==> src/rtl/memShare_config_pkg.sv <==
// memShare_config_pkg: shared DRC constants, FSM states and DRC decode for the memShare address generator
package memShare_config_pkg;
  localparam int MEMSHARE_DRC_NUM = 3;
  localparam int DRC1_IDX = 0;
  localparam int DRC2_IDX = 1;
  localparam int DRC3_IDX = 2;
  typedef enum logic [1:0] {ST_IDLE, ST_RUN, ST_DONE} state_e;
  function automatic logic excl_drc1(input logic [MEMSHARE_DRC_NUM-1:0] drc);
    return drc[DRC1_IDX] & ~drc[DRC2_IDX] & ~drc[DRC3_IDX];
  endfunction
endpackage

==> src/rtl/memshare_rqst_addr_lane.sv <==
// memshare_rqst_addr_lane: one request-address channel with wrap, DRC1 rebase and beat/rebase counters
module memshare_rqst_addr_lane
  import memShare_config_pkg::*;
#(
  parameter int ADDR_WIDTH    = 6,
  parameter int ADDR_BASE     = 0,
  parameter int ADDR_DEPTH    = 48,
  parameter int REBASE_OFFSET = 16,
  parameter int LEN_WIDTH     = 6
) (
  input  logic                        sys_clk,
  input  logic                        rst,
  input  logic                        start_i,
  input  logic [LEN_WIDTH-1:0]        start_len_i,
  input  logic [LEN_WIDTH-1:0]        len_i,
  input  logic                        rebase_en_i,
  input  logic [MEMSHARE_DRC_NUM-1:0] drc_i,
  input  logic                        ready_i,
  output logic                        valid_o,
  output logic                        valid_d_o,
  output logic [ADDR_WIDTH-1:0]       addr_o,
  output logic [ADDR_WIDTH-1:0]       operand_o,
  output logic [LEN_WIDTH-1:0]        rebase_cnt_o
);
  localparam logic [ADDR_WIDTH-1:0] BASE = ADDR_WIDTH'(ADDR_BASE);
  localparam logic [ADDR_WIDTH-1:0] LAST = ADDR_WIDTH'(ADDR_BASE + ADDR_DEPTH - 1);
  localparam logic [ADDR_WIDTH-1:0] RB   = ADDR_WIDTH'(ADDR_BASE + REBASE_OFFSET);
  logic                  hs, rb, valid_q, valid_d;
  logic [ADDR_WIDTH-1:0] addr_q, addr_d, op_q, op_d, nxt;
  logic [LEN_WIDTH-1:0]  beat_q, beat_d, cnt_q, cnt_d;
  always_comb begin
    hs      = valid_q & ready_i;
    rb      = rebase_en_i & excl_drc1(drc_i);
    nxt     = rb ? RB : (addr_q == LAST) ? BASE : addr_q + ADDR_WIDTH'(1);
    addr_d  = start_i ? BASE : hs ? nxt : addr_q;
    op_d    = start_i ? '0 : hs ? nxt - addr_q : op_q;
    beat_d  = start_i ? '0 : hs ? beat_q + LEN_WIDTH'(1) : beat_q;
    cnt_d   = start_i ? '0 : (hs && rb && !(&cnt_q)) ? cnt_q + LEN_WIDTH'(1) : cnt_q;
    valid_d = start_i ? (start_len_i != '0) :
              (hs && (beat_q + LEN_WIDTH'(1) == len_i)) ? 1'b0 : valid_q;
  end
  always_ff @(posedge sys_clk) begin
    if (rst) begin
      valid_q <= 1'b0;
      addr_q  <= BASE;
      op_q    <= '0;
      beat_q  <= '0;
      cnt_q   <= '0;
    end else begin
      valid_q <= valid_d;
      addr_q  <= addr_d;
      op_q    <= op_d;
      beat_q  <= beat_d;
      cnt_q   <= cnt_d;
    end
  end
  assign valid_o      = valid_q;
  assign valid_d_o    = valid_d;
  assign addr_o       = addr_q;
  assign operand_o    = op_q;
  assign rebase_cnt_o = cnt_q;
endmodule

==> src/rtl/memshare_rqst_addr_gen.sv <==
// memshare_rqst_addr_gen: multi-channel memShare request-address generator with run-control FSM
module memshare_rqst_addr_gen
  import memShare_config_pkg::*;
#(
  parameter int CH_NUM        = 4,
  parameter int ADDR_WIDTH    = 6,
  parameter int ADDR_BASE     = 0,
  parameter int ADDR_DEPTH    = 48,
  parameter int REBASE_OFFSET = 16,
  parameter int LEN_WIDTH     = 6
) (
  input  logic                               sys_clk,
  input  logic                               rst,
  input  logic                               scu_begin_i,
  input  logic [LEN_WIDTH-1:0]               rqst_len_i,
  input  logic                               rebase_en_i,
  input  logic [CH_NUM*MEMSHARE_DRC_NUM-1:0] is_drc_i,
  input  logic [CH_NUM-1:0]                  rqst_ready_i,
  output logic [CH_NUM-1:0]                  rqst_valid_o,
  output logic [CH_NUM*ADDR_WIDTH-1:0]       rqst_addr_o,
  output logic [CH_NUM*ADDR_WIDTH-1:0]       incr_operand_o,
  output logic [CH_NUM*LEN_WIDTH-1:0]        rebase_cnt_o,
  output logic                               busy_o,
  output logic                               done_o
);
  state_e               state_q, state_d;
  logic [LEN_WIDTH-1:0] len_q, len_d;
  logic                 ren_q, ren_d, busy_q, busy_d, done_q, done_d;
  logic [CH_NUM-1:0]    act;
  // a lane's next valid is low exactly once it has taken its last beat, so the OR flags pending work
  always_comb begin
    state_d = ST_IDLE;
    if (scu_begin_i) state_d = (rqst_len_i == '0) ? ST_DONE : ST_RUN;
    else if (state_q == ST_RUN) state_d = |act ? ST_RUN : ST_DONE;
    len_d  = scu_begin_i ? rqst_len_i : len_q;
    ren_d  = scu_begin_i ? rebase_en_i : ren_q;
    busy_d = state_d == ST_RUN;
    done_d = state_d == ST_DONE;
  end
  always_ff @(posedge sys_clk) begin
    if (rst) begin
      state_q <= ST_IDLE;
      len_q   <= '0;
      ren_q   <= 1'b0;
      busy_q  <= 1'b0;
      done_q  <= 1'b0;
    end else begin
      state_q <= state_d;
      len_q   <= len_d;
      ren_q   <= ren_d;
      busy_q  <= busy_d;
      done_q  <= done_d;
    end
  end
  assign busy_o = busy_q;
  assign done_o = done_q;
  for (genvar g = 0; g < CH_NUM; g++) begin : g_lane
    memshare_rqst_addr_lane #(
      .ADDR_WIDTH   (ADDR_WIDTH),
      .ADDR_BASE    (ADDR_BASE),
      .ADDR_DEPTH   (ADDR_DEPTH),
      .REBASE_OFFSET(REBASE_OFFSET),
      .LEN_WIDTH    (LEN_WIDTH)
    ) u_lane (
      .sys_clk     (sys_clk),
      .rst         (rst),
      .start_i     (scu_begin_i),
      .start_len_i (rqst_len_i),
      .len_i       (len_q),
      .rebase_en_i (ren_q),
      .drc_i       (is_drc_i[g*MEMSHARE_DRC_NUM +: MEMSHARE_DRC_NUM]),
      .ready_i     (rqst_ready_i[g]),
      .valid_o     (rqst_valid_o[g]),
      .valid_d_o   (act[g]),
      .addr_o      (rqst_addr_o[g*ADDR_WIDTH +: ADDR_WIDTH]),
      .operand_o   (incr_operand_o[g*ADDR_WIDTH +: ADDR_WIDTH]),
      .rebase_cnt_o(rebase_cnt_o[g*LEN_WIDTH +: LEN_WIDTH])
    );
  end
endmodule

==> config.mk <==
export PLATFORM = sky130hd
export DESIGN_NAME = memshare_rqst_addr_gen
export DESIGN_NICKNAME = d
export VERILOG_FILES = /design/src/rtl/memShare_config_pkg.sv /design/src/rtl/memshare_rqst_addr_lane.sv /design/src/rtl/memshare_rqst_addr_gen.sv
export SDC_FILE = /design/constraint.sdc
export NUM_CORES = 1
export LEC_CHECK = 0
export ABC_CLOCK_PERIOD_IN_PS = 3550
export BUFFER_PORTS_ARGS = -buffer_cell sky130_fd_sc_hd__buf_2
export CAP_MARGIN = 20
export CELL_PAD_IN_SITES_DETAIL_PLACEMENT = 0
export CELL_PAD_IN_SITES_GLOBAL_PLACEMENT = 2
export CORE_MARGIN = 2
export CORE_UTILIZATION = 33
export DETAILED_ROUTE_END_ITERATION = 16
export PLACE_DENSITY_LB_ADDON = 0.2
export SYNTH_ARGS = -nofsm -noshare
export SYNTH_HDL_FRONTEND = slang
export SYNTH_SLANG_ARGS = --single-unit
==> constraint.sdc <==
create_clock -name sys_clk -period 3.55 [get_ports sys_clk]
set_input_delay 0.1775 -clock sys_clk [delete_from_list [all_inputs] [get_ports sys_clk]]
set_output_delay 0.1775 -clock sys_clk [all_outputs]
set_load 0.1 [all_outputs]
### Word level (Yosys, flattened, before mapping)

Cells that the tools add are included.

| operators by class | value |
|---|---|
| reduce and logical (&&, ||, !) cells | 24 |
| multiplexer cells | 20 |
| add/sub/neg operators | 16 |
| bitwise gates (word level) | 24 |
| equal/unequal tests | 11 |

Operators by type and width:

| operator | count |
|---|---|
| $add A6 B1 Y6 const B | 12 |
| $mux W6 | 8 |
| $eq A6 B6 Y1 | 4 |
| $eq A6 B6 Y1 const B | 4 |
| $reduce_and A6 Y1 | 4 |
| $sub A6 B6 Y6 | 4 |
| $and A1 B1 Y1 | 16 |
| $logic_and A1 B1 Y1 | 12 |
| $mux W1 | 8 |
| $mux W2 | 4 |
| $not A1 Y1 | 8 |
| $logic_not A6 Y1 | 1 |
| $reduce_bool A6 Y1 | 1 |
| $eq A2 B1 Y1 const B | 2 |
| $logic_not A1 Y1 | 4 |
| $reduce_or A4 Y1 | 1 |
| $eq A2 B2 Y1 const B | 1 |
| $reduce_or A2 Y1 | 1 |

| storage, ports and cells | value |
|---|---|
| input port bits | 26 |
| output and inout bits | 78 |
| bits in registers | 111 |
| word-level logic and storage cells | 120 |

### Logic depth before layout (Yosys ltp)

Gate-level depths: netlist of the first run.

| depth | value |
|---|---|
| depth after elaboration | 10 |
| depth in mapped cells | 13 |
| depth with buffers taken out | 13 |

### Cells and area by module

Synthesis of the first run repeated with hierarchy kept, for this count alone.

| unflattened totals | value |
|---|---|
| cells, all modules | 753 |
| area total of the unflattened synthesis | 6343.6 um^2 |

Modules (own cells, without submodules):

| module | cells each | times used | sequential area each (um^2) | area an instance (um^2) |
|---|---|---|---|---|
| memshare_rqst_addr_lane | 179 | 4 | 500.5 | 1480.2 |
| memshare_rqst_addr_gen | 37 | 1 | 220.2 | 422.9 |

### Worst setup path after synthesis of the first run

OpenSTA, ideal clock, no wires.

| timing | value |
|---|---|
| kind | flip-flop to flip-flop |
| from | register g_lane[2].u_lane.addr_q[1] |
| to | register g_lane[2].u_lane.op_q[5] |
| setup slack | 0.070 ns |
| arrival time | 3.405 ns |
| buffers on the path | 0 |
| clock period less this slack | 3.480 ns |
| stages on the path, launching flop included | 14 |
| setup time | 0.075 ns |
| required time | 3.475 ns |
| path through | dfxtp_1 ha_1 nand3_1 o21ai_1 inv_1 nand2_1 inv_1 ha_1 nor2b_1 o21ai_0 a21boi_0 o21a_1 or3_1 a31oi_1 |

| between the ends | value |
|---|---|
| longest elaborated chain between the ends | 4 |

Ends and longest elaborated chain:

| what | RTL line | text |
|---|---|---|
| start: declaration | memshare_rqst_addr_lane.sv:29 | `logic [ADDR_WIDTH-1:0] addr_q, addr_d, op_q, op_d, nxt;` |
| start signal: assignment | memshare_rqst_addr_lane.sv:51 | `addr_q <= addr_d;` |
| $add A6 B1 Y6 or $eq A6 B6 Y1 (tied branches) | memshare_rqst_addr_lane.sv:34 | `nxt = rb ? RB : (addr_q == LAST) ? BASE : addr_q + ADDR_WIDTH'(1);` |
| $mux W6 * (2 in a row) | memshare_rqst_addr_lane.sv:34 |  |
| net g_lane[2].u_lane.nxt[1] | memshare_rqst_addr_lane.sv:29 |  |
| $sub A6 B6 Y6 * | memshare_rqst_addr_lane.sv:36 | `op_d = start_i ? '0 : hs ? nxt - addr_q : op_q;` |
| end signal: assignment | memshare_rqst_addr_lane.sv:52 | `op_q <= op_d;` |
| end: declaration | memshare_rqst_addr_lane.sv:29 |  |

The timed path passes the listed nets; every way through them passes the cells marked *.
A chain may end at the register's enable or synchronous reset.

### Worst setup path after layout of the first run

Same ends and word-level chain as after synthesis.

==> results of run 1 <==
[worst max-delay path, stage by stage (launching register included)]
cell and delay (ns):
dfxtp_1 0.48, ha_1 0.29, nand3_1 0.14, o21ai_1 0.41
inv_1 0.11, nand2_1 0.13, inv_1 0.05, ha_1 0.25
nor2b_1 0.12, o21ai_0 0.20, a21boi_0 0.14, o21a_1 0.19
or3_1 0.33, a31oi_1 0.15
[stage by stage]
stage	hold WS (ns)	total power [mW]	worst slack [ns]	util, %	cells
CTS	0.06125	2.634	0.4842	39.21	1064
finish	0.06888	2.591	0.4924	39.32	1065
detailed placement	0.4375	1.577	0.4999	37.56	1049
global route	0.09545	2.716	0.1649	39.32	1065
global placement	0.4389	1.577	0.5956	37.56	1049
floorplan	0.3250	1.515	0.07024	-	749
[synth_stat cells (all sizes together) (8+ instances only)]
cell	number	area share (%)
and3	8	0.82
xor2	29	4.2
clkbuf	26	1.6
inv	36	2.2
or3	17	1.7
a21oi	61	5.0
dfxtp	111	36
a211oi	14	1.8
buf	12	1.2
o21ai	36	2.9
nor3	16	1.3
nand4	10	1.1
ha	32	6.6
nand3	29	2.4
xnor2	48	6.9
mux2i	11	1.8
nor2	98	6.0
nor2b	8	0.82
nand2	67	4.1
[power by group]
group | switching [mW] | internal (mW) | total (mW)
Sequential | 0.0264 | 1.26 | 1.29
Clock | 0.462 | 0.582 | 1.04
Combinational | 0.181 | 0.0781 | 0.259
[routing by layer]
metal / routed length (um) / vias to the layer above / global-route usage, %
li1: - / 2753 / -
met3: 563 / 13 / 2.803
met4: 198 / 0 / 4.625
met2: 6673 / 79 / 24.47
met1: 7478 / 2381 / 20.72
met5: 0 / - / 0
[flip-flops by register name, summed over array words and instances (netlist names)]
| signal | cells |
|---|---|
| g_lane.u_lane.addr_o | 24 |
| g_lane.u_lane.beat_q | 24 |
| g_lane.u_lane.operand_o | 24 |
| g_lane.u_lane.rebase_cnt_o | 24 |
| len_q | 6 |
| g_lane.u_lane.valid_o | 4 |
| state_q | 2 |
| busy_o | 1 |
| done_o | 1 |
| ren_q | 1 |
[final cells by class]
cell class	instances	area, um^2
Timing Repair Buffer	110	580.6
Multi-Input combinational cell	564	3588
Sequential cell	111	2222
Clock inverter	3	42.54
Inverter	36	135.1
Clock buffer	12	256.5
Tap cell	229	286.5
Fill cell	1884	10970
[path summary, 6_finish.rpt]
path	startpoint	endpoint	slack (ns)
hold / removal	rebase_en_i	ren_q	0.07
setup / recovery	g_lane[2].u_lane.addr_o[1]	g_lane[2].u_lane.operand_o[5]	0.49
setup reg to reg	g_lane[2].u_lane.addr_o[1]	g_lane[2].u_lane.operand_o[5]	0.49
hold reg to reg	g_lane[0].u_lane.operand_o[4]	g_lane[0].u_lane.operand_o[4]	0.45
[cells by family after synthesis]
logic type / share of synthesized area (%)
AND/OR/NAND/NOR: 23.48
AO/OA/AOI/OAI: 14.82
flip-flops: 36.36
XOR/XNOR: 11.03
buffers and inverters: 4.974
adder cells (fa/ha/maj): 7.533
multiplexers: 1.802
==> impl_metrics.json, run 1 <==
{
  "postCtsSetupBuffers": 0,
  "min_period_ns": 3.058,
  "grt_antenna_before_repair": 0,
  "io-pin-count": 104,
  "dieArea_um2": 19630,
  "synth-edff-count": 0,
  "p_leak_nw": 2.877,
  "drt_iter0_markers": 222,
  "seq_area_frac_synth_pct": 36.36,
  "critPathKind": "reg2reg",
  "gp_congestion": 0.8013,
  "drt_wl_total_um": 14910,
  "drv_cap": 0,
  "crit_required_ns": 3.83,
  "drive_above_1_share_pct": 16.39,
  "cts.path.max_buffers": 2,
  "drv_slew": 0,
  "drc": 7,
  "cp-start-kind": "register",
  "async_flop_share_pct": 0,
  "postSynthAreaPerCell_um2": 8.160,
  "hold_violations": 0,
  "num_rows": 49,
  "dr_total_vias": 5226,
  "grt_pass1_wl_um": 24290,
  "setup_viol": 0,
  "clk_pin_slew_ns": 0.07,
  "hold_class": "in2reg",
  "ys.flop_type": "dfxtp_1",
  "grt_max_degree": 93,
  "cts_resized": 0,
  "io_buffers": 103,
  "cts_tree": "built",
  "holdBufCountCts": 0,
  "drtPass1Iterations": 11,
  "grt_pass1_vias": 4794,
  "r2r_cells": 13,
  "path_max_fanout": 7,
  "die_y_um": 140.1,
  "crit_path_end_kind": "register",
  "tns_ns": 0,
  "power_density_nw_per_um2": 364.3,
  "worstMarginPinSlew_ns": 0.7115,
  "postPlaceCellArea_um2": 6793,
  "dp_hpwl_um": 10530,
  "synth_nets": 810,
  "nNetsFinal": 893,
  "final_cell_mix": "111 x dfxtp_1, 103 x buf_2, 98 x nor2_1",
  "fin_area_um2": 7112,
  "grt_use_total_pct": 15.17,
  "slew_headroom_pct": 52.54,
  "syn_inst": 749,
  "yosysUniqueCellTypes": 56,
  "ant_nets": 0,
  "initial_core_util_pct": 33.79,
  "design.core.area_um2": 18090,
  "ys_warn_count": 0,
  "violations": "design-rule violations",
  "whs_path_depth": 3,
  "vias_per_cell": 4.907,
  "mostFrequentLayoutCell": "dfxtp_1",
  "max_clock_freq_mhz": 327.1,
  "antenna_cells": 0,
  "die_width_um": 140.1,
  "rsz0062_at_grt": "false",
  "cts_sinks": 111,
  "finalClockSkew_ns": 0.009102,
  "overflow": 0,
  "cts-root-buf": "clkbuf_16",
  "synth.cell_area_um2": 6112,
  "htreeDepth": 3,
  "wl_per_cell_um": 14.00,
  "synth-seq-cells": 111,
  "synthToLayoutAreaGrowth_pct": 16.36,
  "peakVddDrop_mv": 0.2254,
  "clkLatencyLatePin_ns": 0.35,
  "cts_buffers": 9,
  "status": "finished with violations",
  "finalCritPeriodShare_pct": 86.13,
  "cp_data_arrival_time_ns": 3.34
}
(Power assumes the default switching activity.)
==> run 2: changes to the inputs <==
--- a/config.mk
+++ b/config.mk
@@ -5,7 +5,7 @@
 export SDC_FILE = /design/constraint.sdc
 export NUM_CORES = 1
 export LEC_CHECK = 0
-export ABC_CLOCK_PERIOD_IN_PS = 3550
+export ABC_CLOCK_PERIOD_IN_PS = 3100
 export BUFFER_PORTS_ARGS = -buffer_cell sky130_fd_sc_hd__buf_2
 export CAP_MARGIN = 20
 export CELL_PAD_IN_SITES_DETAIL_PLACEMENT = 0
==> constraint.sdc (replaced) <==
create_clock -name sys_clk -period 3.1 [get_ports sys_clk]
set_input_delay 0.155 -clock sys_clk [delete_from_list [all_inputs] [get_ports sys_clk]]
set_output_delay 0.155 -clock sys_clk [all_outputs]
set_load 0.1 [all_outputs]
==> impl_metrics.json, run 2 (synthesis gave the netlist of run 1 again) <==
{
  "status": "finished with violations",
  "violations": "design-rule violations",
  "critPathKind": "reg2reg",
  "cp_slowest_cell": "o31ai_1",
  "hold_class": "in2reg",
  "ant_nets": 0,
  "crit_required_ns": 3.38,
  "grt_pass1_vias": 4992,
  "critPathTopFamily": "compound AO/OA/AOI/OAI gates",
  "clkPwrFrac_pct": 39.3,
  "cp_num_buf_inv": 0,
  "clkLatencyLatePin_ns": 0.35,
  "peakVddDrop_mv": 0.2541,
  "synthToLayoutAreaGrowth_pct": 16.93,
  "drt_wl_total_um": 14990,
  "htreeDepth": 3,
  "final_cell_mix": "103 x buf_2, 98 x nor2_1, 97 x dfxtp_1",
  "power_frac_seq_pct": 50.5,
  "cp_data_arrival_time_ns": 3.08,
  "min_period_ns": 2.806,
  "grt_pass1_wl_um": 24830,
  "gp_congestion": 0.8000,
  "finalClockSkew_ns": 0.008646,
  "p_leak_nw": 2.904,
  "io_buffers": 103,
  "cts_sinks": 111,
  "cts_buffers": 9,
  "slew_headroom_pct": 47.54,
  "crit_path_end_kind": "register",
  "p_sw_uw": 775.4,
  "cp-start-kind": "register",
  "drv_cap": 0,
  "die_y_um": 140.1,
  "die_width_um": 140.1,
  "fin_cells": 1071,
  "drtPass1Iterations": 12,
  "power_frac_comb_pct": 10.2,
  "dp_hpwl_um": 10890,
  "antenna_cells": 0,
  "cts_resized": 0,
  "power_density_nw_per_um2": 408.7,
  "dieArea_um2": 19630,
  "cp_cell_sequence": "ha_1 -> nand3_1 -> o31ai_1 -> or2_2 -> ha_1 -> nor2_1 -> a211o_1 -> a31oi_1 -> o21ai_0 -> xnor2_1 -> o21ai_0",
  "max_stage_delay_ns": 0.51,
  "holdBufCountCts": 0,
  "wl_per_cell_um": 13.99,
  "fin_ws_ns": 0.2939,
  "rsz0062_at_grt": "false",
  "mostFrequentLayoutCell": "buf_2",
  "grt_use_total_pct": 15.33,
  "drv_slew": 0,
  "worstMarginPinSlew_ns": 0.7865,
  "overflow": 0,
  "drive_above_1_share_pct": 18.65,
  "cts.path.max_buffers": 2,
  "finalHoldWorstSlack_ns": 0.04328,
  "initial_core_util_pct": 33.79,
  "design.core.area_um2": 18090,
  "num_rows": 49,
  "placedCellCount": 1056,
  "cts-root-buf": "clkbuf_16",
  "finalCritPeriodShare_pct": 90.52,
  "grt_antenna_before_repair": 0,
  "setup_viol": 0,
  "drc": 4,
  "grt_max_degree": 46,
  "vias_per_cell": 4.934,
  "drt_iter0_markers": 238,
  "cts_tree": "built",
  "switching_share_pct": 26.55,
  "clk_pin_slew_ns": 0.07,
  "p_int_mw": 2.145,
  "pre_cts_slack_ns": 0.3500,
  "io-pin-count": 104,
  "path_max_fanout": 10,
  "finalPower_mw": 2.921,
  "max_clock_freq_mhz": 356.4,
  "nNetsFinal": 899,
  "dr_total_vias": 5284,
  "postCtsSetupBuffers": 0,
  "hold_violations": 0
}
run 2: cell types whose count changed in the layout (fill, tap and decap cells not counted):
cell,previous run,this run
inv_6,0,1
buf_4,6,13
clkinvlp_4,1,0
dfxtp_1,111,97
buf_12,1,0
bufinv_16,1,0
clkbuf_8,2,3
dfxtp_2,0,14
run 2: final cells by class:
| class | count | area, um^2 |
|---|---|---|
| fill | 1863 | 10940 |
| multi-input combinational | 564 | 3588 |
| sequential | 111 | 2240 |
| timing repair buffer | 116 | 613.1 |
| tap | 229 | 286.5 |
| clock buffer | 13 | 270.3 |
| inverter | 36 | 135.1 |
| clock inverter | 2 | 13.76 |
run 2: through the flow:
step	setup TNS [ns]	util, %	area, um^2
after floorplan	-0.04648	-	6130
after global placement	0	37.95	6863
after detailed placement	0	37.95	6863
after CTS	0	39.52	7147
after global routing	0	39.52	7147
final	0	39.52	7147
run 2: layer usage:
layer	share of wire, %	GRT usage (%)	up-vias
met4	1.2	4.785	0
met1	51	21.23	2430
met3	3.3	2.564	12
met2	44	24.50	81
li1	-	-	2761
met5	0	0	-
run 2: power by group through the flow:
stage                     clock [mW]  sequential, mW  combinational (mW)
after global routing            1.25            1.48               0.327
after detailed placement           0            1.51               0.302
after floorplan                    0            1.55               0.186
final                           1.15            1.47               0.299
after CTS                       1.20            1.48               0.304
after global placement             0            1.51               0.302
run 2: tightest hold or removal path: cells and delay by family:
kind	cells	cell delay, ns
buffers and inverters	1	0.07
and+or+nand+nor	1	0.07
muxes	1	0.06
run 2: final timing paths:
check	startpoint	endpoint	slack, ns	cells after the start
setup / recovery	g_lane[1].u_lane.addr_o[0]	g_lane[1].u_lane.operand_o[5]	0.29	11
hold / removal	rebase_en_i	ren_q	0.04	3
setup reg to reg	g_lane[1].u_lane.addr_o[0]	g_lane[1].u_lane.operand_o[5]	0.29	11
hold reg to reg	g_lane[2].u_lane.operand_o[4]	g_lane[2].u_lane.operand_o[4]	0.45	2
==> run 3: changes to the inputs <==
--- a/config.mk
+++ b/config.mk
@@ -5,13 +5,13 @@
 export SDC_FILE = /design/constraint.sdc
 export NUM_CORES = 1
 export LEC_CHECK = 0
-export ABC_CLOCK_PERIOD_IN_PS = 3100
+export ABC_CLOCK_PERIOD_IN_PS = 3250
 export BUFFER_PORTS_ARGS = -buffer_cell sky130_fd_sc_hd__buf_2
 export CAP_MARGIN = 20
 export CELL_PAD_IN_SITES_DETAIL_PLACEMENT = 0
 export CELL_PAD_IN_SITES_GLOBAL_PLACEMENT = 2
 export CORE_MARGIN = 2
-export CORE_UTILIZATION = 33
+export CORE_UTILIZATION = 36
 export DETAILED_ROUTE_END_ITERATION = 16
 export PLACE_DENSITY_LB_ADDON = 0.2
 export SYNTH_ARGS = -nofsm -noshare
==> constraint.sdc (replaced) <==
create_clock -name sys_clk -period 3.25 [get_ports sys_clk]
set_input_delay 0.1625 -clock sys_clk [delete_from_list [all_inputs] [get_ports sys_clk]]
set_output_delay 0.1625 -clock sys_clk [all_outputs]
set_load 0.1 [all_outputs]
==> impl_metrics.json, run 3 (synthesis gave the netlist of run 1 again) <==
{
  "cp-start-kind": "register",
  "io_buffers": 103,
  "whs_path_depth": 3,
  "worstMarginPinSlew_ns": 0.7652,
  "critPathKind": "reg2reg",
  "max_clock_freq_mhz": 350.5,
  "status": "finished clean",
  "cts.path.max_buffers": 2,
  "finalCritPeriodShare_pct": 87.78,
  "cp_cell_sequence": "ha_1 -> nand3_1 -> o31ai_1 -> or2_2 -> ha_1 -> inv_1 -> ha_1 -> a31oi_1 -> o21bai_1 -> a21oi_1 -> xor2_1 -> o21ai_0",
  "rsz0062_at_grt": "false",
  "dieArea_um2": 18040,
  "wl_per_cell_um": 13.92,
  "ant_nets": 0,
  "dp_hpwl_um": 10610,
  "grt_use_total_pct": 16.82,
  "critPathTopFamily": "compound AO/OA/AOI/OAI gates",
  "slew_headroom_pct": 48.96,
  "die_y_um": 134.3,
  "synthToLayoutAreaGrowth_pct": 16.83,
  "cp_num_buf_inv": 1,
  "cp_slowest_cell": "o31ai_1",
  "vias_per_cell": 4.945,
  "drt_iter0_markers": 246,
  "crit_required_ns": 3.49,
  "io-pin-count": 104,
  "initial_core_util_pct": 36.86,
  "postCtsSetupBuffers": 0,
  "cts-root-buf": "clkbuf_16",
  "drv_cap": 0,
  "hold_class": "in2reg",
  "path_max_fanout": 7,
  "fill_cells": 1728,
  "placedCellCount": 1045,
  "holdBufCountCts": 0,
  "hold_violations": 0,
  "max_stage_delay_ns": 0.54,
  "crit_path_end_kind": "register",
  "setup_viol": 0,
  "mostFrequentLayoutCell": "dfxtp_1",
  "drive_above_1_share_pct": 17.81,
  "r2r_cells": 12,
  "crit_top_cell": "ha_1",
  "clk_pin_slew_ns": 0.07,
  "dr_total_vias": 5252,
  "overflow": 0,
  "grt_pass1_wl_um": 24630,
  "drtPass1Iterations": 4,
  "nNetsFinal": 898,
  "fin_cells": 1062,
  "clkLatencyLatePin_ns": 0.36,
  "grt_max_degree": 93,
  "p_leak_nw": 2.901,
  "finalClockSkew_ns": 0.01415,
  "grt_antenna_before_repair": 0,
  "cp_data_arrival_time_ns": 3.09,
  "final_cell_mix": "104 x dfxtp_1, 103 x buf_2, 98 x nor2_1",
  "drc": 0,
  "grt_pass1_vias": 5013,
  "die_width_um": 134.3,
  "antenna_cells": 0,
  "tns_ns": 0,
  "cp.depth": 12,
  "htreeDepth": 3,
  "power_density_nw_per_um2": 389.3,
  "min_period_ns": 2.853,
  "drv_slew": 0,
  "cts_tree": "built",
  "peakVddDrop_mv": 0.3172,
  "cts_sinks": 111,
  "cts_buffers": 9,
  "gp_congestion": 0.7822,
  "num_rows": 47,
  "drt_wl_total_um": 14790,
  "design.core.area_um2": 16580,
  "cts_resized": 0
}
==> run 3: routing by layer <==
layer / up-vias / global-route usage (%) / routed length, um
met3: 19 / 2.721 / 501
met4: 0 / 6.550 / 337
met5: - / 0 / 0
li1: 2758 / - / -
met1: 2387 / 22.82 / 7478
met2: 88 / 26.79 / 6470
==> run 3: final timing paths <==
kind	start	to	slack, ns
setup / recovery	g_lane[1].u_lane.addr_o[1]	g_lane[1].u_lane.operand_o[4]	0.40
hold / removal	rebase_en_i	ren_q	0.05
setup reg to reg	g_lane[1].u_lane.addr_o[1]	g_lane[1].u_lane.operand_o[4]	0.40
hold reg to reg	g_lane[0].u_lane.operand_o[3]	g_lane[0].u_lane.operand_o[3]	0.45
==> run 3: tightest hold or removal path, stage by stage <==
cell and delay [ns]:
buf_2 0.08, mux2i_1 0.05, nor2_1 0.07
==> run 3: report_power, final <==
part           leakage [nW]  switching [mW]  internal, mW
Sequential            0.902          0.0292          1.38
Combinational          1.86           0.197        0.0884
Clock                 0.136           0.537         0.550
==> run 3: layout make-up <==
class	instances	area [um^2]	area share [%]
well taps	220	275.3	3.855
flip-flops and latches	111	2231	31.24
clock inverters	5	42.54	0.5958
clock buffers	11	242.7	3.399
inverters	36	135.1	1.892
repair buffers	115	625.6	8.761
multi-input cells	564	3588	50.25
==> run 3: through the flow <==
stage / util, % / area [um^2] / hold slack, ns / setup slack [ns] / power (mW)
2_1_floorplan: - / 6121 / 0.3100 / 0.01414 / 1.655
3_3_place_gp: 41.17 / 6828 / 0.3998 / 0.5521 / 1.723
3_5_place_dp: 41.17 / 6828 / 0.4102 / 0.4534 / 1.724
4_1_cts: 42.89 / 7113 / 0.03022 / 0.4065 / 2.827
5_1_grt: 43.06 / 7141 / 0.05215 / 0.09167 / 2.917
6_report: 43.06 / 7141 / 0.04596 / 0.3970 / 2.780
